## src/rtl/y_signature_compactor.sv

```systemverilog
// Response compactor: folds each accepted wide sample into a SIG_W MISR over a
// fixed window of samples, then holds the signature until the consumer acks it.
module y_signature_compactor #(
  parameter int               DATA_W = 769,
  parameter int               SIG_W  = 32,
  parameter logic [SIG_W-1:0] POLY   = 32'h04C11DB7,
  parameter logic [SIG_W-1:0] SEED   = 32'hFFFFFFFF,
  parameter int               WINDOW = 256,
  parameter int               CNT_W  = $clog2(WINDOW + 1)
) (
  input  logic              clk,
  input  logic              rst_n,
  input  logic              start,
  input  logic              in_valid,
  input  logic [DATA_W-1:0] in_data,
  output logic              in_ready,
  output logic              sig_valid,
  input  logic              sig_ack,
  output logic [SIG_W-1:0]  signature,
  output logic [CNT_W-1:0]  sample_count,
  output logic              busy
);

  localparam int NCHUNK = (DATA_W + SIG_W - 1) / SIG_W;

  typedef enum logic [1:0] {
    IDLE = 2'd0,
    RUN  = 2'd1,
    DONE = 2'd2
  } state_t;

  state_t             state_r;
  state_t             state_next_s;
  logic               load_s;
  logic               accept_s;
  logic               last_s;
  logic               ready_r;
  logic               done_r;
  logic [SIG_W-1:0]   sig_r;
  logic [CNT_W-1:0]   count_r;

  // XOR of all SIG_W-wide chunks of the zero-padded sample, chunk 0 at the LSB.
  function automatic logic [SIG_W-1:0] fold(input logic [DATA_W-1:0] d);
    logic [NCHUNK*SIG_W-1:0] padded;
    logic [SIG_W-1:0]        acc;
    padded             = '0;
    padded[DATA_W-1:0] = d;
    acc                = '0;
    for (int k = 0; k < NCHUNK; k++) begin
      acc = acc ^ padded[k*SIG_W +: SIG_W];
    end
    return acc;
  endfunction

  function automatic logic [SIG_W-1:0] misr_step(input logic [SIG_W-1:0] s,
                                                 input logic [SIG_W-1:0] f);
    return {s[SIG_W-2:0], 1'b0} ^ (s[SIG_W-1] ? POLY : {SIG_W{1'b0}}) ^ f;
  endfunction

  assign accept_s = in_valid && ready_r;
  assign last_s   = accept_s && (count_r == CNT_W'(WINDOW - 1));

  // Next-state decode; load_s marks every entry into RUN.
  always_comb begin
    state_next_s = state_r;
    load_s       = 1'b0;
    case (state_r)
      IDLE: begin
        if (start) begin
          state_next_s = RUN;
          load_s       = 1'b1;
        end else begin
          state_next_s = IDLE;
        end
      end
      RUN: begin
        if (last_s) begin
          state_next_s = DONE;
        end else begin
          state_next_s = RUN;
        end
      end
      DONE: begin
        if (sig_ack && start) begin
          state_next_s = RUN;
          load_s       = 1'b1;
        end else if (sig_ack) begin
          state_next_s = IDLE;
        end else begin
          state_next_s = DONE;
        end
      end
      default: begin
        state_next_s = IDLE;
      end
    endcase
  end

  // State, registered status flags, MISR and sample counter.
  always_ff @(posedge clk or negedge rst_n) begin
    if (!rst_n) begin
      state_r <= IDLE;
      ready_r <= 1'b0;
      done_r  <= 1'b0;
      sig_r   <= SEED;
      count_r <= '0;
    end else begin
      state_r <= state_next_s;
      ready_r <= (state_next_s == RUN);
      done_r  <= (state_next_s == DONE);
      if (load_s) begin
        sig_r   <= SEED;
        count_r <= '0;
      end else if (accept_s) begin
        sig_r   <= misr_step(sig_r, fold(in_data));
        count_r <= count_r + CNT_W'(1);
      end else begin
        sig_r   <= sig_r;
        count_r <= count_r;
      end
    end
  end

  assign in_ready     = ready_r;
  assign busy         = ready_r;
  assign sig_valid    = done_r;
  assign signature    = sig_r;
  assign sample_count = count_r;

endmodule

```

## config.mk

```make
export PLATFORM = sky130hd
export DESIGN_NAME = y_signature_compactor
export DESIGN_NICKNAME = d
export VERILOG_FILES = /design/src/rtl/y_signature_compactor.sv
export SDC_FILE = /design/constraint.sdc
export NUM_CORES = 1
export LEC_CHECK = 0
export CAP_MARGIN = 10
export CORE_AREA = 10 10 314 316
export CTS_CLUSTER_DIAMETER = 80
export CTS_CLUSTER_SIZE = 10
export DETAILED_ROUTE_END_ITERATION = 8
export DIE_AREA = 0 0 324 326
export HOLD_SLACK_MARGIN = 0.02
export PLACE_DENSITY = 0.32
export SKIP_CTS_REPAIR_TIMING = 1
export SLEW_MARGIN = 10
export SYNTH_ARGS = -nofsm -noshare
export SYNTH_HDL_FRONTEND = slang
export SYNTH_SLANG_ARGS = --single-unit
```

## constraint.sdc

```tcl
create_clock -name clk -period 4.81 [get_ports clk]
set_clock_uncertainty 0.2 [all_clocks]
set_input_delay 1.2025 -clock clk [delete_from_list [all_inputs] [get_ports clk]]
set_output_delay 1.2025 -clock clk [all_outputs]
set_load 0.1 [all_outputs]
```

## Word level (Yosys, flattened, before mapping)

Index checks and enable logic that the tools add are counted.

- Flip-flop bits (word level): 45

- $add $sub $neg: 1
- Equality and inequality tests: 5
- Muxes and demuxes: 13
- Bitwise gates (word level): 26
- Reduce and logical (&&, ||, !) cells: 5

Operators by type and width:

| cell | number |
|---|---|
| 32-bit bitwise XOR | 24 |
| 32-bit 2-to-1 mux | 2 |
| 32-bit by 1-bit bitwise XOR with 32-bit output | 1 |
| 32-bit by 27-bit bitwise XOR with 32-bit output | 1 |
| 27-bit 2-to-1 mux | 1 |
| 9-bit 2-to-1 mux | 2 |
| 9-bit by 1-bit adder with 9-bit output, second input constant | 1 |
| 9-bit by 8-bit equality test with 1-bit output, second input constant | 1 |
| 2-bit 2-to-1 mux | 3 |
| 2-bit one-hot mux with 3 select lines | 1 |
| 2-bit by 1-bit equality test with 1-bit output, second input constant | 2 |
| 2-bit equality test, second input constant | 2 |
| 1-bit logical AND | 3 |
| 1-bit 2-to-1 mux | 3 |
| 2-bit logical NOT | 1 |
| 1-bit one-hot mux with 2 select lines | 1 |
| 2-bit nonzero test | 1 |

## Longest topological paths before layout

Gate-level depths: netlist (run 1).

- Depth in word-level cells: 27
- Depth in mapped cells: 7

## Worst setup path before layout (run 1)

No wires, ideal clock.

- Path type: register to output
- Start point: reg ready_r, in the netlist busy
- End point: out in_ready
- Arrival: 1,349 ps
- Required time: 3,408 ps
- Setup slack: 2,058 ps
- Cell stages (with the launch flop): 2
- Buffers on the path: 1
- Path through: dfrtp_1 buf_4

RTL lines:

| what | line | text |
|---|---|---|
| start, declared | 37 | `logic ready_r;` |
| start signal, assigned | 109 | `ready_r <= (state_next_s == RUN);` |
| end, declared | 16 | `output logic in_ready,` |

No word-level cell between the ends.

## Worst setup path in the final report (run 1)

- Start point: reg sig_r[6], in the netlist signature[6]
- End point: out signature[6]

RTL lines:

| what | line | text |
|---|---|---|
| start, declared | 39 | `logic [SIG_W-1:0] sig_r;` |
| start signal, assigned | 115 | `sig_r <= misr_step(sig_r, fold(in_data));` |
| start signal, assigned | 118 | `sig_r <= sig_r;` |
| end, declared | 19 | `output logic [SIG_W-1:0] signature,` |

No word-level cell between the ends.

==> flow_summary_export.csv, run 1 <==
group,metric,value,unit
outcome,outcome,"complete, no violations",
timing,fmax,0.279,GHz
synthesis,yosysSeqAreaShare,13.0,%
drt,wl,59.2,mm
global_routing,grt_usage,10.7,%
floorplan,die_w,324,um
synthesis,synth_compound_area_share,2.41,%
synthesis,syn_nets,1661,
synthesis,ys_warn_count,0,
worst_setup_path,cp-start-kind,"register",
placement,portBuffers,817,
timing,rsz0062_at_grt,"false",
floorplan,initial_core_util,9.67,%
timing,finalCriticalPeriod,3590,ps
cells_and_area,mostFrequentLayoutCells,"clkdlybuf4s50_1 (815), xnor2_1 (607), xnor3_1 (64)",
synthesis,synth-edff-count,0,
worst_setup_path,required,3410,ps
floorplan,io_pins,818,
cells_and_area,final_common_cell,"clkdlybuf4s50_1",
global_routing,antenna_found_initial,10,
timing,finalHoldViolCount,0,
placement,place_ws,1200,ps
clock_tree,cts_root_buf,"clkbuf_16",
synthesis,synth-adder-area-share,0.280,%
cells_and_area,syn_to_final_growth,110,%
synthesis,synth_top_family_by_area,"XOR/XNOR gates",
synthesis,synthArstFlopShare,100,%
drt,first_iter_violations,153,
drt,ant_nets,0,
worst_setup_path,max_stage_delay,1210,ps
timing,fin_crit_sh,74.6,%
synthesis,ys_ff_latch,45,
global_routing,grt_pass1_wl,78.8,mm
timing,fin_tns_setup,0,ps
cells_and_area,finalNonFillerCells,2907,
cells_and_area,drive_gt1_share,3.05,%
timing,whs,318,ps
global_routing,first_global_vias,10300,
clock_tree,cts_made_buffers,5,
timing,drv_slew,0,
worst_setup_path,crit_path_max_fanout,3,
global_routing,grt_overflow,0,
synthesis,yosys.area_share.simple,2.92,%
worst_setup_path,cp-end-kind,"output pin",
drt,vias,8733,
drt,vias_per_cell,3.00,
floorplan,die_h,326,um
drt,drtPass1Iterations,6,
drt,wire_per_inst,20.4,um
worst_setup_path,crit_path_top_delay_cell,"clkdlybuf4s50_1",
timing,slew_headroom,23.7,%
worst_setup_path,crit_buf_inv,1,
timing,worst_slew_pin_slew,1140,ps
drt,drc,0,
floorplan,rows,112,
synthesis,synth_area,8940,sq um
global_routing,grt_max_degree,46,
synthesis,synth.distinct_cells,25,
timing,worst_slack,1220,ps
clock_tree,cts-root-to-sink-buffers,2,
synthesis,yosys.area.top_type_share,59.4,%
floorplan,die_area,106000,sq um
synthesis,synth_area_leaders,"xnor2_1 (59%), xnor3_1 (16%), dfstp_2 (9.4%), xor2_1 (5.1%), dfrtp_1 (3.6%)",
cells_and_area,fin_area,18800,sq um
clock_tree,clkTransAtPathRegs,80,ps
clock_tree,clk_latency,330,ps
pwr,ir_worst_vdd,0.148,mV
placement,post_dp_cell_area,18600,sq um
synthesis,avgSynthCellArea,10.1,sq um
placement,dp_cells,2893,
job,drv_cap,0,
synthesis,dominantRegCellSynth,"dfstp_2",
synthesis,yosysTopAreaCell,"xnor2_1",
clock_tree,clock_sinks,45,
clock_tree,cts_tree,"built",
timing,final-setup-viol-count,0,
pwr,p_per_area,367,nW/um^2
worst_setup_path,arrival,2190,ps
cells_and_area,nets,2479,
floorplan,core_area,92500,sq um
synthesis,synthMuxAreaShare,0,%
pwr,leakage,6.49,nW
placement,hpwl,54.6,mm
worst_setup_path,r2r_slack,2420,ps
synthesis,yosys.area_share.xor_xnor,80.7,%
worst_hold_path,worst_hold_path_type,"register to register",
worst_setup_path,path_delay_family,"buffers and inverters",
synthesis,syn_inst,885,
placement,gp_congestion,0.864,
worst_setup_path,crit_type,"register to output pin",
worst_setup_path,path_cells,"clkdlybuf4s50_1",
clock_tree,htree_levels,2,
[worst paths after layout]
check                                          start                        to  depth (start not counted)
setup / recovery            signature[6]$_DFFE_PN1P_              signature[6]                          1
hold / removal              signature[1]$_DFFE_PN1P_  signature[1]$_DFFE_PN1P_                          2
setup reg to reg           signature[31]$_DFFE_PN1P_  signature[1]$_DFFE_PN1P_                          6
hold reg to reg             signature[1]$_DFFE_PN1P_  signature[1]$_DFFE_PN1P_                          2
max in group asynchronous                      rst_n            busy$_DFF_PN0_                          1
min in group asynchronous                      rst_n       sig_valid$_DFF_PN0_                          1
[final cells by class]
cell class	count	area (sq um)
clock inverters	3	47.5
repair buffers	823	8220
multi-input cells	827	7720
diodes	6	15.0
flip-flops and latches	45	1170
inverters	1	3.75
clock buffers	5	125
well taps	1197	1500
fillers	10100	73700
[metrics by stage]
stage	util [%]	power (mW)
2_1_floorplan	-	4.64
3_3_place_gp	20.1	6.59
3_5_place_dp	20.1	6.56
4_1_cts	20.3	7.11
5_1_grt	20.3	7.34
6_report	20.3	6.89
[synth_stat cells (3+ instances only)]
cell,number
clkbuf_1,8
o21ai_0,3
xnor3_1,64
xnor2_1,607
nor2_1,39
nand4_1,3
nand2_1,7
xor2_1,52
a21oi_1,36
dfstp_2,32
or2_2,3
dfrtp_1,13
[worst reg2reg max path: cells and delay by family (launching register included)]
family / cells / cell delay, ps
AOI/OAI and AO/OA: 1 / 160
xor gates and xnor gates: 4 / 780
buffers and inverters: 1 / 370
DFF: 1 / 820
[logic make-up (layout without fill, tap and decap cells)]
group / after synthesis / count (layout)
DFF: 45 / 45
buffers and inverters: 13 / 832
adders and majority gates: 2 / 2
other: 0 / 6
and+or+nand+nor: 60 / 60
xor gates and xnor gates: 723 / 723
AOI/OAI and AO/OA: 42 / 42
[state kept, by name, summed over array words and instances (netlist names)]
register      count
signature        32
sample_count      9
state_r           2
busy              1
sig_valid         1
[where the power goes]
part | internal (mW) | total (mW) | switching, mW | leakage [nW]
Sequential | 0.663 | 0.909 | 0.246 | 0.494
Combinational | 2.72 | 5.52 | 2.80 | 5.91
Clock | 0.251 | 0.463 | 0.213 | 0.0848
Total | 3.63 | 6.89 | 3.26 | 6.49
[per-layer routing]
| metal | track usage [%] | vias to the layer above | wire, um |
|---|---|---|---|
| li1 | - | 4420 | - |
| met1 | 10.6 | 3891 | 21000 |
| met2 | 20.7 | 386 | 32200 |
| met3 | 3.68 | 32 | 5150 |
| met4 | 2.66 | 4 | 915 |
| met5 | 0 | - | 33 |
No activity file was read; power rests on OpenSTA's default activity.
==> inputs of run 2 (changes only) <==
- clock period: 4.81 -> 3.73 ns (I/O delays scaled with it)
==> run 2 against run 1 <==
Effect of this change: first-iteration DRC count fell by 0.65%; setup slack lost 280 ps; wire length fell by 0.84%; largest power group unchanged.
==> flow_summary_export.csv, run 2 (synthesis gave the netlist of run 1 again) <==
group,metric,value,unit
drt,drc,0,
worst_setup_path,required,3800,ps
timing,fin_tns_setup,0,ps
global_routing,grt_max_degree,46,
clock_tree,cts_tree,"built",
worst_setup_path,cp-start-kind,"input pin",
pwr,p_per_area,458,nW/um^2
clock_tree,cts_root_buf,"clkbuf_16",
worst_setup_path,arrival,2850,ps
cells_and_area,ff_latch_area,1170,sq um
timing,drv_slew,0,
timing,slew_headroom,44.3,%
placement,dp_cells,2895,
timing,fmax,0.359,GHz
global_routing,first_global_vias,10200,
job,drv_cap,0,
cells_and_area,largest_register_ffs,32,
worst_setup_path,rr_endpoint,"signature[16]$_DFFE_PN1P_",
worst_setup_path,crit_type,"input pin to register",
cells_and_area,num-fill-cells,10200,
cells_and_area,multi_input_area,7720,sq um
floorplan,die_area,106000,sq um
worst_setup_path,ff2ff_path_depth,6,
global_routing,antenna_found_initial,8,
worst_setup_path,timing.rr.start,"signature[31]$_DFFE_PN1P_",
cells_and_area,syn_to_final_growth,109,%
cells_and_area,nets,2481,
placement,portBuffers,817,
worst_hold_path,holdCritStartpoint,"signature[13]$_DFFE_PN1P_",
timing,worst_slew_pin_slew,836,ps
pwr,leakage,6.53,nW
drt,vias_per_cell,3.03,
worst_hold_path,hold-path-endpoint,"signature[13]$_DFFE_PN1P_",
outcome,outcome,"complete, no violations",
worst_setup_path,crit_path_max_fanout,1,
cells_and_area,mostFrequentLayoutCells,"clkdlybuf4s50_1 (772), xnor2_1 (607), xnor3_1 (64)",
floorplan,die_w,324,um
pwr,ir_worst_vdd,0.239,mV
drt,vias,8819,
floorplan,die_h,326,um
clock_tree,htree_levels,2,
cells_and_area,drive_gt1_share,5.69,%
clock_tree,cts-root-to-sink-buffers,2,
floorplan,rows,112,
clock_tree,clkTransAtPathRegs,90,ps
global_routing,grt_pass1_wl,78.2,mm
drt,wire_per_inst,20.2,um
cells_and_area,postLayoutCoreUtil,20.2,%
worst_hold_path,worst_hold_path_type,"register to register",
drt,first_iter_violations,152,
drt,wl,58.7,mm
global_routing,grt_usage,10.6,%
cells_and_area,final_common_cell,"clkdlybuf4s50_1",
timing,finalCriticalPeriod,2790,ps
clock_tree,clk_latency,330,ps
worst_hold_path,whs_path_depth,2,
worst_setup_path,r2r_slack,1390,ps
timing,fin_crit_sh,74.7,%
floorplan,initial_core_util,9.67,%
drt,drtPass1Iterations,4,
clock_tree,clock_sinks,45,
drt,ant_nets,0,
timing,finalHoldViolCount,0,
pwr,finalPower,8.57,mW
global_routing,grt_overflow,0,
placement,gp_congestion,0.873,
timing,final-setup-viol-count,0,
timing,rsz0062_at_grt,"false",
floorplan,core_area,92500,sq um
cells_and_area,finalNonFillerCells,2906,
floorplan,io_pins,818,
worst_setup_path,cp-end-kind,"register",
placement,hpwl,53.6,mm
clock_tree,cts_made_buffers,5,
==> run 2: worst max-delay path, stage by stage <==
cell	delay [ps]
clkdlybuf4s50_1	420
xnor2_1	340
xnor2_1	210
xnor3_1	450
xnor3_1	360
a21oi_1	150
==> run 2: metrics by stage <==
stage,worst slack (ps),hold WS (ps),cell area (sq um)
3_3_place_gp,540,305,18500
2_1_floorplan,1250,281,8940
6_report,944,323,18700
5_1_grt,816,340,18700
3_5_place_dp,549,309,18500
4_1_cts,823,329,18700
==> run 2: report_power, final <==
group | internal (mW) | switching, mW
Combinational | 3.45 | 3.41
Sequential | 0.854 | 0.318
Clock | 0.253 | 0.287
Total | 4.55 | 4.01
==> run 2: layout make-up <==
class | instances | area share, %
tap | 1197 | 8.01
clock buffer | 5 | 0.669
timing repair buffer | 825 | 43.6
clock inverter | 3 | 0.114
multi-input combinational | 827 | 41.3
inverter | 1 | 0.0201
antenna | 3 | 0.0402
sequential | 45 | 6.24
==> run 2: metal layers <==
layer  part of all wire, %  GRT usage (%)
met5                 0.092              0
met4                  0.83           1.80
met3                   9.0           3.79
met2                    55           20.8
met1                    35           10.5
==> run 2: how the worst max path moves through the flow <==
stage | start | to | slack, ps
CTS | signature[31]$_DFFE_PN1P_ | signature[31] | 820
global route | signature[31]$_DFFE_PN1P_ | signature[31] | 820
finish | in_data[551] | signature[7]$_DFFE_PN1P_ | 940
global placement | in_data[551] | signature[7]$_DFFE_PN1P_ | 540
floorplan | busy$_DFF_PN0_ | in_ready | 1250
detailed placement | in_data[551] | signature[7]$_DFFE_PN1P_ | 550
